===== src/rtl/cpu_pkg.sv =====
// Shared CPU definitions: reset/exception vectors, next-PC select encoding, NOP word.
package cpu_pkg;

  localparam logic [31:0] PC_INIT_DEF   = 32'h0000_3000;
  localparam logic [31:0] EXC_ENTRY_DEF = 32'h0000_4180;
  localparam logic [31:0] NOP           = 32'h0000_0000;

  typedef enum logic [1:0] {
    NPC_SEQ    = 2'd0,
    NPC_BRANCH = 2'd1,
    NPC_JUMP   = 2'd2,
    NPC_JR     = 2'd3
  } npc_sel_t;

endpackage


===== src/rtl/npc_calc.sv =====
// Combinational next-PC selection: sequential, PC-relative branch, region jump, register jump.
module npc_calc
  import cpu_pkg::*;
(
  input  npc_sel_t    sel,
  input  logic        redirect_en,
  input  logic [31:0] if_pc,
  input  logic [31:0] id_pc,
  input  logic [15:0] br_offset,
  input  logic [25:0] j_index,
  input  logic [31:0] jr_target,
  output logic [31:0] next_pc
);

  logic        [31:0] id_pc_plus4;
  logic signed [31:0] br_disp;
  logic        [31:0] br_target;
  logic        [31:0] j_target;

  // Branch/jump targets are relative to the delay-slot address (id_pc + 4).
  always_comb begin
    id_pc_plus4 = id_pc + 32'd4;
    br_disp     = {{14{br_offset[15]}}, br_offset, 2'b00};
    br_target   = id_pc_plus4 + $unsigned(br_disp);
    j_target    = {id_pc_plus4[31:28], j_index, 2'b00};
    next_pc     = if_pc + 32'd4;
    if (redirect_en) begin
      case (sel)
        NPC_BRANCH: next_pc = br_target;
        NPC_JUMP:   next_pc = j_target;
        NPC_JR:     next_pc = jr_target;
        default:    next_pc = if_pc + 32'd4;
      endcase
    end
  end

endmodule


===== src/rtl/fetch_stage.sv =====
// MIPS IF stage: PC register, IM address, next-PC selection and the IF/ID pipeline register.
// Delay slot is architectural: a redirect never squashes the instruction currently in IF.
module fetch_stage
  import cpu_pkg::*;
#(
  parameter logic [31:0] PC_INIT   = PC_INIT_DEF,
  parameter int          IM_WORDS  = 4096,
  parameter logic [31:0] EXC_ENTRY = EXC_ENTRY_DEF
) (
  input  logic        clk,
  input  logic        reset,
  input  logic        stall,
  input  logic        flush,
  input  logic        flush_to_epc,
  input  logic [31:0] epc,
  input  npc_sel_t    npc_sel,
  input  logic [15:0] br_offset,
  input  logic [25:0] j_index,
  input  logic [31:0] jr_target,
  output logic [31:0] if_pc,
  input  logic [31:0] im_instr,
  output logic [31:0] id_pc,
  output logic [31:0] id_instr,
  output logic        id_valid,
  output logic        id_adel
);

  // One past the last legal fetch address; 33 bits so the bound cannot wrap.
  localparam logic [32:0] IM_LIMIT = {1'b0, PC_INIT} + (33'(IM_WORDS) * 33'd4);

  logic [31:0] pc_q, pc_d;
  logic [31:0] id_pc_q, id_pc_d;
  logic [31:0] id_instr_q, id_instr_d;
  logic        id_valid_q, id_valid_d;
  logic        id_adel_q, id_adel_d;

  logic        fetch_adel;
  logic        redirect_en;
  logic [31:0] next_pc;

  // Fetch address error: misaligned or outside the instruction memory window.
  always_comb begin
    fetch_adel = (pc_q[1:0] != 2'b00) ||
                 (pc_q < PC_INIT) ||
                 ({1'b0, pc_q} >= IM_LIMIT);
  end

  // Only a real, well-formed instruction in ID may steer the PC.
  always_comb begin
    redirect_en = id_valid_q && !id_adel_q;
  end

  npc_calc u_npc_calc (
    .sel         (npc_sel),
    .redirect_en (redirect_en),
    .if_pc       (pc_q),
    .id_pc       (id_pc_q),
    .br_offset   (br_offset),
    .j_index     (j_index),
    .jr_target   (jr_target),
    .next_pc     (next_pc)
  );

  // Next-state for PC and IF/ID: flush beats stall, stall beats normal advance.
  always_comb begin
    pc_d       = pc_q;
    id_pc_d    = id_pc_q;
    id_instr_d = id_instr_q;
    id_valid_d = id_valid_q;
    id_adel_d  = id_adel_q;
    if (flush) begin
      pc_d       = flush_to_epc ? epc : EXC_ENTRY;
      id_pc_d    = flush_to_epc ? epc : EXC_ENTRY;
      id_instr_d = NOP;
      id_valid_d = 1'b0;
      id_adel_d  = 1'b0;
    end else if (!stall) begin
      pc_d       = next_pc;
      id_pc_d    = pc_q;
      id_instr_d = fetch_adel ? NOP : im_instr;
      id_valid_d = 1'b1;
      id_adel_d  = fetch_adel;
    end
  end

  // State registers with synchronous reset overriding everything.
  always_ff @(posedge clk) begin
    if (reset) begin
      pc_q       <= PC_INIT;
      id_pc_q    <= PC_INIT;
      id_instr_q <= NOP;
      id_valid_q <= 1'b0;
      id_adel_q  <= 1'b0;
    end else begin
      pc_q       <= pc_d;
      id_pc_q    <= id_pc_d;
      id_instr_q <= id_instr_d;
      id_valid_q <= id_valid_d;
      id_adel_q  <= id_adel_d;
    end
  end

  assign if_pc    = pc_q;
  assign id_pc    = id_pc_q;
  assign id_instr = id_instr_q;
  assign id_valid = id_valid_q;
  assign id_adel  = id_adel_q;

endmodule


===== config.mk =====
export PLATFORM = sky130hd
export DESIGN_NAME = fetch_stage
export DESIGN_NICKNAME = d
export VERILOG_FILES = /design/src/rtl/cpu_pkg.sv /design/src/rtl/npc_calc.sv /design/src/rtl/fetch_stage.sv
export SDC_FILE = /design/constraint.sdc
export NUM_CORES = 1
export LEC_CHECK = 0
export ABC_AREA = 1
export ABC_CLOCK_PERIOD_IN_PS = 3400
export CAP_MARGIN = 20
export CORE_UTILIZATION = 30
export DETAILED_ROUTE_END_ITERATION = 8
export GPL_ROUTABILITY_DRIVEN = 0
export GPL_TIMING_DRIVEN = 0
export PLACE_DENSITY = 0.55
export SLEW_MARGIN = 20
export SYNTH_ARGS = -nofsm -noshare
export SYNTH_HDL_FRONTEND = slang
export SYNTH_SLANG_ARGS = --single-unit

===== constraint.sdc =====
create_clock -name clk -period 3.4 [get_ports clk]
set_clock_uncertainty 0.2 [all_clocks]
set_input_delay 0.68 -clock clk [delete_from_list [all_inputs] [get_ports clk]]
set_output_delay 0.68 -clock clk [all_outputs]
set_load 0.1 [all_outputs]

==> Word level (Yosys, flattened, before mapping) <==
Cells that the tools add are included.
{ "totals": {"register_bits": 98, "in_bits": 145, "out_inout_bits": 98, "word_cells": 28} }
{ "op_classes": {"n_addsub": 3, "n_lt_le_gt_ge": 2, "eq_ne": 4, "mux": 8, "reduce_logical": 6} }
{ "ops": {"columns": ["cell", "n"], "rows": [
  ["$mux 32", 7],
  ["$pmux 32 s3", 1],
  ["$add 32x3->32 const B", 2],
  ["$add 32x32->32", 1],
  ["$ge 32x15->1 const B", 1],
  ["$lt 32x14->1 const B", 1],
  ["$eq 2x2->1 const B", 2],
  ["$eq 2x1->1 const B", 1],
  ["$logic_or 1x1->1", 2],
  ["$ne 2x1->1 const B", 1],
  ["$reduce_bool 2->1", 1],
  ["$reduce_or 2->1", 1],
  ["$logic_and 1x1->1", 1],
  ["$logic_not 1->1", 1]
]} }

==> Depth between registers and ports, before layout <==
Gate-level depths: netlist (run 1).
{ "depth": {"depth_word": 6, "mapped_depth": 25, "depth_no_buf": 25} }

==> By module <==
Synthesis (run 1) repeated with hierarchy kept, for this count alone.
{ "hier_totals": {"cells_unflattened": 1304, "area_unflattened_um2": 8200.4} }
{ "by_module_without_submodules": {"columns": ["module", "n_inst", "cells_each", "area_per_inst_um2", "seq_area_each_um2"], "rows": [
  ["npc_calc", 1, 830, 4276.6, 0.0],
  ["fetch_stage", 1, 474, 3923.8, 1961.9]
]} }

==> Least setup slack after synthesis (run 1) <==
OpenSTA, ideal clock, no wires.
{ "synth_timing": {"kind": "reg2reg", "from": "register id_pc_q[2], in the netlist id_pc[2]", "to": "register pc_q[27], in the netlist if_pc[27]", "setup_time_ns": 0.124, "t_arrival_ns": 3.538, "t_required_ns": 3.076, "path_slack_ns": -0.462, "path_stages_with_launch": 24, "n_path_buf": 0, "synth_period_minus_slack_ns": 3.862, "path_cell_list": "dfxtp_1 -> nand2_1 -> nor2_4 -> nand2_2 -> nor3_4 -> nand3_2 -> nor2_2 -> nand3_2 -> nor2_4 -> nand2_1 -> xor2_1 -> inv_1 -> ha_1 -> nand2_1 -> inv_1 -> nand2_1 -> nand2_1 -> o21bai_1 -> a21oi_1 -> nand3_1 -> nand3_1 -> nand2_1 -> nand2_1 -> a21oi_2"} }
{ "synth_via": {"elab_chain_len": 6} }
{ "synth_rtl": {"columns": ["element", "line", "source"], "rows": [
  ["start, declared", "fetch_stage.sv:32", "logic [31:0] id_pc_q, id_pc_d;"],
  ["start signal, assigned", "fetch_stage.sv:96", "id_pc_q <= id_pc_d;"],
  ["$add 32x3->32", "npc_calc.sv:22", "id_pc_plus4 = id_pc + 32'd4;"],
  ["$add 32x32->32", "npc_calc.sv:24", "br_target = id_pc_plus4 + $unsigned(br_disp);"],
  ["$pmux 32 s3", "npc_calc.sv:28", "case (sel)"],
  ["$mux 32", "npc_calc.sv:27", "if (redirect_en) begin"],
  ["$mux 32", "fetch_stage.sv:77", "end else if (!stall) begin"],
  ["$mux 32", "fetch_stage.sv:71", "if (flush) begin"],
  ["end signal, assigned", "fetch_stage.sv:95", "pc_q <= pc_d;"],
  ["end, declared", "fetch_stage.sv:31", "logic [31:0] pc_q, pc_d;"]
]} }
Every way passes these cells. The select of a mux whose other input is x is not followed.
A chain may end at the register's enable or synchronous reset.

==> Worst setup path in the final report (run 1) <==
{ "layout_timing": {"from": "register id_pc_q[8], in the netlist id_pc[8]", "to": "register pc_q[29], in the netlist if_pc[29]"} }
{ "layout_via": {"elab_chain_len": 6} }
{ "layout_rtl": {"columns": ["element", "line"], "rows": [
  ["$add 32x3->32 *", "npc_calc.sv:22"],
  ["$add 32x32->32", "npc_calc.sv:24"],
  ["$pmux 32 s3 *", "npc_calc.sv:28"],
  ["$mux 32 *", "npc_calc.sv:27"],
  ["$mux 32 *", "fetch_stage.sv:77"],
  ["$mux 32 *", "fetch_stage.sv:71"]
]} }
Every way passes the cells marked *; elsewhere a longest branch is shown, timed or not. The select of a mux whose other input is x is not followed.

==> run_results.csv, run 1 <==
group,metric,value,unit
timing,holdWs,0.264,ns
global_route,grt_max_degree,19,
clock_network,cts_made_buffers,9,
floorplan,fp.dieH,171,um
worst_setup_path,crit_chain,"inv_1 -> nor3_2 -> inv_2 -> nor3_1 -> nand3_1 -> nor2_2 -> xor2_1 -> ha_2 -> nand2_2 -> inv_2 -> nand2_4 -> nor3_4 -> buf_4 -> a21oi_1 -> nand2_1 -> nand2_1 -> nand3_2 -> nand2_2 -> nand2_1 -> a21oi_1",
global_route,grt_pass1_vias,10292,
timing,hold_viol_final,0,
floorplan,fp.dieW,171,um
synth,synth_area,8520,um^2
timing,drv_slew,0,
placement,place_area,11400,um^2
detailed_routing,drtAntennaViolNets,0,
floorplan,io_pins,243,
timing,max_freq,301,MHz
detailed_routing,vias,10669,
worst_setup_path,critPathLaunchType,"flip-flop",
final_layout,final_cell_mix,"433 x nand2_1, 240 x clkdlybuf4s50_1, 192 x inv_1, 117 x a21oi_1, 87 x nor2_1",
clock_network,htree_levels,3,
final_layout,fillers,3007,
detailed_routing,vias_per_cell,5.05,
pwr,p_per_area,333,nW/um^2
floorplan,core,27900,um^2
final_layout,syn2layout_area_growth,46.7,%
clock_network,cts.clk_slew.worst_paths,0.07,ns
final_layout,final_core_util,44.9,%
synth,synth-edff-count,0,
clock_network,cts_buffer_depth,2,
final_layout,fin_nets,1913,
timing,fin_crit,3.33,ns
timing,min_period_over_period,97.8,%
detailed_routing,drc,0,
hold_path,hold_class,"reg2reg",
clock_network,cts_sinks,98,
detailed_routing,drt_first_pass_iters,7,
clock_network,root_buffer,"clkbuf_16",
worst_setup_path,crit_top_cell,"nand2_1",
worst_setup_path,arrival,3.41,ns
global_route,grt_usage,26.5,%
worst_setup_path,endpoint_kind,"flip-flop",
timing,tightest_slew,1.03,ns
worst_setup_path,required,3.48,ns
floorplan,rows,61,
timing,rsz0062_at_grt,"true",
synth,synthFlopType,"dfxtp_1",
synth,yosysSeqAreaShare,23.0,%
global_route,grt_pass1_wl,58200,um
worst_setup_path,max_stage_delay,0.39,ns
synth,synthCells,1454,
timing,setup_tns,0,ns
final_layout,layout_commonest_cell,"nand2_1",
floorplan,die_area,29100,um^2
timing,layout_setup_ws,0.0747,ns
floorplan,start_util,30.6,%
pwr,p_leak,5.40,nW
status,status,"complete, no violations",
detailed_routing,wl_per_cell,18.5,um
synth,syn_area_per_cell,5.86,um^2
synth,synth-async-reset-ratio,0,%
clock_network,clkLatencyLatePin,0.35,ns
detailed_routing,drt_iter0_drc,733,
timing,finalSetupViolCount,0,
worst_setup_path,crit_path_max_fanout,5,
timing,maxSlewHeadroom,31.3,%
placement,portBuffers,241,
placement,hpwl,31700,um
synth,yosys_warnings,0,
worst_setup_path,critPathKind,"reg2reg",
detailed_routing,routed_wl,39100,um
final_layout,num_antenna_cells,0,
clock_network,ctsHoldBuffers,0,
global_route,antenna_found_initial,0,
global_route,grt.overflow.total,0,
worst_setup_path,crit_slowest_cell,"dfxtp_4",
run,drv_cap,0,
final_layout,final_area,12500,um^2
final_layout,drive_above_1_share,12.9,%
synth,synth_cell_types,44,
pwr,irDropWorstVdd,197,uV
placement,place_worst_setup_slack,-0.682,ns
clock_network,tritoncts,"done",
synth,postSynthNetCount,1637,
synth,ys_ff_latch,98,
[report_power, final]
part | leakage [nW] | total, mW | switching [mW] | internal [mW]
clock | 0.165 | 1.19 | 0.459 | 0.735
combinational | 4.43 | 1.65 | 1.11 | 0.539
sequential | 0.811 | 1.31 | 0.106 | 1.21
[state kept, by name, summed over array words and instances, names as in the netlist]
| register | count |
|---|---|
| id_instr | 32 |
| id_valid | 1 |
| if_pc | 32 |
| id_adel | 1 |
| id_pc | 32 |
[repair_timing]
item,4_1_cts,5_1_grt
buffers inserted,11,13
pin swaps,17,37
setup endpoints to repair,11,23
gates resized for setup,42,118
[critical path: cells and delay by family (launching register included)]
| kind | cells | cell delay (ns) |
|---|---|---|
| simple gates | 12 | 1.37 |
| flops | 1 | 0.39 |
| buf+inv | 4 | 0.39 |
| fa+ha+maj | 1 | 0.36 |
| compound gates | 2 | 0.31 |
| xor+xnor | 1 | 0.22 |
[per-stage QoR]
step                power [mW]  instances
CTS                       4.08       2099
finish                    4.16       2112
global route              4.34       2112
floorplan                 2.30       1454
detailed placement        2.86       2073
global placement          2.85       2073
[cell type report]
class	count	area [um^2]	area share (%)
Tap cell	378	473	3.78
Clock inverter	5	103	0.821
Inverter	204	768	6.14
Timing Repair Buffer	265	2590	20.7
Clock buffer	10	239	1.91
Sequential cell	98	2010	16.1
Multi-Input combinational cell	1100	6090	48.7
Buffer	52	228	1.82
[cell families (layout without fill, tap and decap cells)]
logic type,after synthesis,count (layout),synth area share (%)
compound gates,283,283,18.9
xor+xnor,35,35,3.60
fa+ha+maj,38,38,5.67
buf+inv,256,536,11.7
flops,98,98,23.0
simple gates,744,744,37.1
[path summary, 6_finish.rpt]
path                        startpoint                   endpoint  slack, ns  cells after the start
max              id_pc[8]$_SDFFE_PP0P_     if_pc[29]$_SDFFE_PP0P_       0.07                     20
min          id_instr[19]$_SDFFE_PP0N_  id_instr[19]$_SDFFE_PP0N_       0.26                      2
min reg2reg  id_instr[19]$_SDFFE_PP0N_  id_instr[19]$_SDFFE_PP0N_       0.26                      2
max reg2reg      id_pc[8]$_SDFFE_PP0P_     if_pc[29]$_SDFFE_PP0P_       0.07                     20
[metal layers]
layer  global-route usage, %  share of wire, %  up-vias
met2                    47.1                49      434
met3                    4.58               8.2       64
met1                    32.0                40     4907
li1                        -                 -     5264
met5                       0                 0        -
met4                    8.85               3.1        0
[cell usage after synthesis, types with 2 or more instances]
cell type | count | area [um^2]
clkbuf_2 | 2 | 10.0
nor2_2 | 7 | 43.8
or2_2 | 3 | 18.8
a221oi_1 | 16 | 140
a21oi_1 | 129 | 646
nor3_1 | 25 | 125
a31oi_1 | 12 | 75.1
o21bai_1 | 8 | 60.1
o2111ai_1 | 2 | 17.5
nand4_1 | 15 | 93.8
buf_1 | 5 | 18.8
nor2_1 | 100 | 375
dfxtp_1 | 98 | 1960
a21o_1 | 3 | 22.5
nand2_1 | 470 | 1760
and2_1 | 4 | 25.0
inv_2 | 4 | 15.0
nor2_4 | 3 | 33.8
nand2_2 | 8 | 50.1
nand3_2 | 4 | 40.0
nor3_2 | 6 | 60.1
clkbuf_1 | 34 | 128
nand3b_1 | 6 | 45.0
o211ai_1 | 4 | 30.0
xnor2_1 | 4 | 35.0
ha_1 | 37 | 463
nand3_1 | 87 | 435
xor2_1 | 31 | 272
inv_1 | 199 | 747
a31o_2 | 2 | 17.5
nor4_1 | 4 | 25.0
o21ai_0 | 83 | 415
buf_4 | 4 | 30.0
buf_2 | 6 | 30.0
a21oi_2 | 4 | 35.0
a211oi_1 | 16 | 120
o21ai_1 | 2 | 10.0
(Power assumes the default switching activity.)
==> run 2: changes to the inputs <==
Settings changed: CAP_MARGIN 20 to 15, PLACE_DENSITY 0.55 to 0.63, TNS_END_PERCENT set to 50.
==> run 2 against run 1 <==
The flow now finishes with violations (negative setup slack); hold slack got worse by 0.00062 ns; routed wire length fell by 1.9%; design area decreased by 2.8%; global-route usage is 0.43 points lower; highest routed layer unchanged.
==> run_results.csv, run 2 (synthesis gave the netlist of run 1 again) <==
group,metric,value,unit
worst_setup_path,crit_path_max_fanout,5,
final_layout,layout.cells.non_filler,2100,
worst_setup_path,critPathKind,"reg2reg",
detailed_routing,drt_first_pass_iters,5,
timing,finalSetupViolCount,6,
clock_network,clkLatencyLatePin,0.36,ns
global_route,grt_usage,26.1,%
clock_network,cts.clk_slew.worst_paths,0.07,ns
detailed_routing,vias_per_cell,5.10,
timing,fin_crit,3.52,ns
clock_network,root_buffer,"clkbuf_16",
global_route,grt.overflow.total,0,
final_layout,drive_above_1_share,9.29,%
timing,maxSlewHeadroom,29.9,%
pwr,p_per_area,327,nW/um^2
worst_setup_path,crit_top_cell,"nand2_2",
clock_network,cts_made_buffers,9,
timing,holdWs,0.263,ns
placement,portBuffers,241,
clock_network,tritoncts,"done",
timing,hold_viol_final,0,
final_layout,final_core_util,43.6,%
detailed_routing,vias,10711,
final_layout,final_area,12100,um^2
worst_setup_path,crit_slowest_cell,"dfxtp_4",
floorplan,core,27900,um^2
final_layout,final_cell_mix,"449 x nand2_1, 240 x clkdlybuf4s50_1, 195 x inv_1, 121 x a21oi_1, 94 x nor2_1",
placement,place_worst_setup_slack,-0.441,ns
placement,place_area,11400,um^2
detailed_routing,drt_iter0_drc,856,
detailed_routing,wl_per_cell,18.3,um
timing,max_freq,284,MHz
pwr,irDropWorstVdd,228,uV
clock_network,htree_levels,3,
worst_setup_path,endpoint_kind,"flip-flop",
floorplan,fp.dieW,171,um
floorplan,io_pins,243,
clock_network,cts_buffer_depth,2,
worst_setup_path,crit_chain,"nand2_4 -> nor2_4 -> nand2_2 -> nor3_4 -> nand3_2 -> nor2_2 -> nand3_2 -> nor2_4 -> xor2_1 -> inv_1 -> ha_4 -> nand2_4 -> inv_2 -> nand2_4 -> nor3_4 -> and2_4 -> nand2_2 -> nand2_1 -> nand2_1 -> nand3_1 -> nand2_2 -> nand2_2 -> a21oi_2",
floorplan,fp.dieH,171,um
timing,tightest_slew,1.05,ns
worst_setup_path,rrSetupSlack,-0.12,ns
placement,dpl.cell_count,2073,
detailed_routing,drc,0,
timing,min_period_over_period,104,%
pwr,p_leak,5.24,nW
floorplan,start_util,30.6,%
final_layout,syn2layout_area_growth,42.5,%
status,status,"finished, violations left",
worst_setup_path,critical_path_buf_inv_count,2,
worst_setup_path,max_stage_delay,0.39,ns
hold_path,hold_class,"reg2reg",
final_layout,num_antenna_cells,0,
detailed_routing,drtAntennaViolNets,0,
floorplan,die_area,29100,um^2
worst_setup_path,critical_path.top_delay_family,"simple AND/OR/NAND/NOR gates",
clock_network,cts_sinks,98,
detailed_routing,routed_wl,38300,um
final_layout,fin_nets,1900,
timing,drv_slew,0,
clock_network,ctsHoldBuffers,0,
global_route,grt_pass1_vias,10184,
worst_setup_path,required,3.45,ns
global_route,grt_pass1_wl,57200,um
worst_setup_path,critPathLaunchType,"flip-flop",
worst_setup_path,arrival,3.57,ns
status,violations,"negative setup slack",
timing,layout_setup_ws,-0.123,ns
final_layout,layout_commonest_cell,"nand2_1",
global_route,antenna_found_initial,0,
run,drv_cap,0,
floorplan,rows,61,
global_route,grt_max_degree,19,
placement,hpwl,31100,um
timing,rsz0062_at_grt,"true",
run 2: final timing paths:
path	startpoint	to	cells past startpoint
setup / recovery	id_pc[2]$_SDFFE_PP0P_	if_pc[29]$_SDFFE_PP0P_	23
hold reg to reg	id_instr[19]$_SDFFE_PP0N_	id_instr[19]$_SDFFE_PP0N_	2
setup reg to reg	id_pc[2]$_SDFFE_PP0P_	if_pc[29]$_SDFFE_PP0P_	23
hold / removal	id_instr[19]$_SDFFE_PP0N_	id_instr[19]$_SDFFE_PP0N_	2
run 2: what timing repair did:
item / CTS / global route
pin swaps: 1 / 32
setup endpoints to repair: 14 / 19
buffers inserted: 1 / 10
gates resized for setup: 24 / 70
run 2: worst min-delay path: stages (launching register included):
cell and delay, ns:
dfxtp_1 0.31, nand2_1 0.05, a21oi_1 0.05
run 2: metrics by stage:
step | power [mW] | setup TNS, ns
global placement | 2.84 | -4.50
global route | 4.15 | -3.74
CTS | 3.91 | -0.0446
floorplan | 2.30 | 0
finish | 3.97 | -0.252
detailed placement | 2.85 | -4.66
run 2: area by class of cell:
class	instances	area, um^2
inverters	204	766
well taps	378	473
clock inverters	6	66.3
multi-input cells	1100	5900
clock buffers	10	229
repair buffers	252	2490
fillers	3004	15700
flip-flops and latches	98	2000
plain buffers	52	228
run 2: report_power, final:
group,switching (mW),leakage (nW),internal [mW]
clock,0.481,0.135,0.573
sequential,0.106,0.809,1.21
combinational,1.09,4.29,0.517
total,1.68,5.24,2.30
run 2: per-layer routing:
| metal | vias to the layer above | part of all wire [%] | global-route usage [%] |
|---|---|---|---|
| met4 | 0 | 3.4 | 10.1 |
| met3 | 73 | 8.6 | 3.98 |
| met1 | 4885 | 39 | 31.2 |
| met2 | 510 | 49 | 46.5 |
| met5 | - | 0 | 0 |
| li1 | 5243 | - | - |
==> run 3: changes to the inputs <==
Settings changed: CTS_CLUSTER_DIAMETER set to 80, MAX_ROUTING_LAYER set to met4, SLEW_MARGIN 20 to 5.
==> run 3 against run 2 <==
Maximum frequency is essentially flat; routed wire length up 0.25%; non-clock buffer count stayed put; largest cell class unchanged; the run still ends with negative setup slack left; worst setup slack got worse by 0.0017 ns; core utilization increased by 0.15 points; design area increased by 0.34%; register-to-register slack about the same; first-iteration DRC count fell by 9.0%; hold slack better by 0.00054 ns; combinational power is essentially flat; sequential share of layout area fell by 0.056 points.
==> run_results.csv, run 3 (synthesis gave the netlist of run 1 again) <==
group,metric,value,unit
placement,place_worst_setup_slack,-0.441,ns
clock_network,cts.clk_slew.worst_paths,0.07,ns
pwr,seqPwrFrac,33.0,%
worst_setup_path,critPathKind,"reg2reg",
detailed_routing,routed_wl,38400,um
floorplan,fp.dieW,171,um
timing,maxSlewHeadroom,29.2,%
clock_network,htree_levels,3,
clock_network,cts_made_buffers,9,
timing,hold_viol_final,0,
detailed_routing,vias_per_cell,5.11,
worst_setup_path,arrival,3.57,ns
timing,finalSetupViolCount,6,
status,status,"finished, violations left",
worst_setup_path,critPathLaunchType,"flip-flop",
detailed_routing,drt_first_pass_iters,5,
final_layout,layout_commonest_cell,"nand2_1",
global_route,antenna_found_initial,0,
pwr,p_switching,1.68,mW
timing,tightest_slew,1.06,ns
final_layout,drive_above_1_share,9.87,%
timing,min_period_over_period,104,%
run,drv_cap,0,
global_route,grt.overflow.total,0,
worst_setup_path,crit_slowest_cell,"dfxtp_4",
worst_setup_path,crit_path_max_fanout,5,
placement,place_area,11400,um^2
worst_setup_path,critical_path.top_delay_family,"simple AND/OR/NAND/NOR gates",
clock_network,tritoncts,"done",
hold_path,hold_class,"reg2reg",
global_route,grt_pass1_wl,57000,um
worst_setup_path,critical_path_buf_inv_count,2,
pwr,p_int,2.30,mW
global_route,grt_usage,26.8,%
worst_setup_path,max_stage_delay,0.40,ns
floorplan,die_area,29100,um^2
floorplan,start_util,30.6,%
worst_setup_path,endpoint_kind,"flip-flop",
status,violations,"negative setup slack",
pwr,p_leak,5.25,nW
detailed_routing,drt_iter0_drc,779,
final_layout,fin_nets,1900,
timing,fin_crit,3.52,ns
final_layout,num_antenna_cells,0,
detailed_routing,drtAntennaViolNets,0,
clock_network,cts_sinks,98,
worst_setup_path,required,3.45,ns
global_route,grt_max_degree,19,
floorplan,io_pins,243,
final_layout,syn2layout_area_growth,43.0,%
detailed_routing,vias,10731,
pwr,clockPowerShare,26.5,%
timing,drv_slew,0,
placement,hpwl,31100,um
detailed_routing,wl_per_cell,18.3,um
worst_setup_path,crit_top_cell,"nand2_2",
floorplan,core,27900,um^2
timing,max_freq,284,MHz
clock_network,cts_buffer_depth,2,
pwr,irDropWorstVdd,227,uV
floorplan,fp.dieH,171,um
timing,layout_setup_ws,-0.125,ns
final_layout,final_area,12200,um^2
pwr,p_per_area,327,nW/um^2
clock_network,root_buffer,"clkbuf_16",
detailed_routing,drc,0,
clock_network,clkLatencyLatePin,0.36,ns
timing,holdWs,0.264,ns
pwr,swShare,42.3,%
worst_setup_path,crit_chain,"nand2_4 -> nor2_4 -> nand2_2 -> nor3_4 -> nand3_2 -> nor2_2 -> nand3_2 -> nor2_4 -> xor2_1 -> inv_1 -> ha_4 -> nand2_2 -> inv_2 -> nand2_4 -> nor3_4 -> and2_4 -> nand2_2 -> nand2_1 -> nand2_1 -> nand3_1 -> nand2_2 -> nand2_2 -> a21oi_2",
final_layout,final_cell_mix,"447 x nand2_1, 240 x clkdlybuf4s50_1, 194 x inv_1, 120 x a21oi_1, 92 x nor2_1",
floorplan,rows,61,
global_route,grt_pass1_vias,10229,
pwr,comb_power_share,40.5,%
placement,portBuffers,241,
timing,rsz0062_at_grt,"true",
run 3: cell counts in the layout (fill, tap and decap cells not counted):
Identical to the previous run, type by type.
run 3: worst paths after layout:
path	from	to	slack, ns	cells after the start
min reg2reg	id_instr[14]$_SDFFE_PP0N_	id_instr[14]$_SDFFE_PP0N_	0.26	2
max	id_pc[3]$_SDFFE_PP0P_	if_pc[29]$_SDFFE_PP0P_	-0.12	23
max reg2reg	id_pc[3]$_SDFFE_PP0P_	if_pc[29]$_SDFFE_PP0P_	-0.12	23
min	id_instr[14]$_SDFFE_PP0N_	id_instr[14]$_SDFFE_PP0N_	0.26	2
run 3: layer usage:
metal  track usage [%]  vias up  part of all wire [%]
met3              3.35       81                   8.2
met1              31.6     4900                    40
met4              10.1        0                   3.4
li1                  -     5243                     -
met5                 -        -                     0
met2              46.5      507                    49
run 3: area by class of cell:
cell class	count	area (um^2)
buffer	52	228
clock inverter	6	66.3
multi-input combinational	1100	5930
inverter	204	768
fill	3001	15700
clock buffer	10	229
timing repair buffer	252	2490
sequential	98	2000
tap	378	473
run 3: per-stage QoR:
step	total power, mW	instances	TNS, ns	utilization [%]
after floorplan	2.30	1454	0	-
after global routing	4.16	2100	-3.72	43.8
after detailed placement	2.85	2073	-4.66	41.0
final	3.98	2100	-0.316	43.8
after CTS	3.91	2090	-0.0446	42.5
after global placement	2.84	2073	-4.50	41.0
run 3: what timing repair did:
action	4_1_cts	5_1_grt
setup buffers	1	10
resized for setup	24	81
endpoints found under the hold margin	0	0
pin swaps	1	35
hold buffers	0	0
gates cloned	0	0
endpoints found under the setup margin	14	19
run 3: power by group through the flow:
stage | Sequential, mW | Clock (mW) | Combinational, mW
floorplan | 1.71 | 0 | 0.589
global placement | 1.33 | 0 | 1.51
detailed placement | 1.33 | 0 | 1.52
CTS | 1.31 | 1.07 | 1.53
global route | 1.32 | 1.11 | 1.73
finish | 1.31 | 1.06 | 1.61
run 3: worst register-to-register path: stages, from the launching register on:
cell and delay, ns:
dfxtp_4 0.40, nand2_4 0.07, nor2_4 0.14, nand2_2 0.09, nor3_4 0.22, nand3_2 0.10
nor2_2 0.12, nand3_2 0.12, nor2_4 0.19, xor2_1 0.15, inv_1 0.09, ha_4 0.31
nand2_2 0.09, inv_2 0.09, nand2_4 0.08, nor3_4 0.27, and2_4 0.19, nand2_2 0.09
nand2_1 0.09, nand2_1 0.05, nand3_1 0.08, nand2_2 0.08, nand2_2 0.07, a21oi_2 0.04
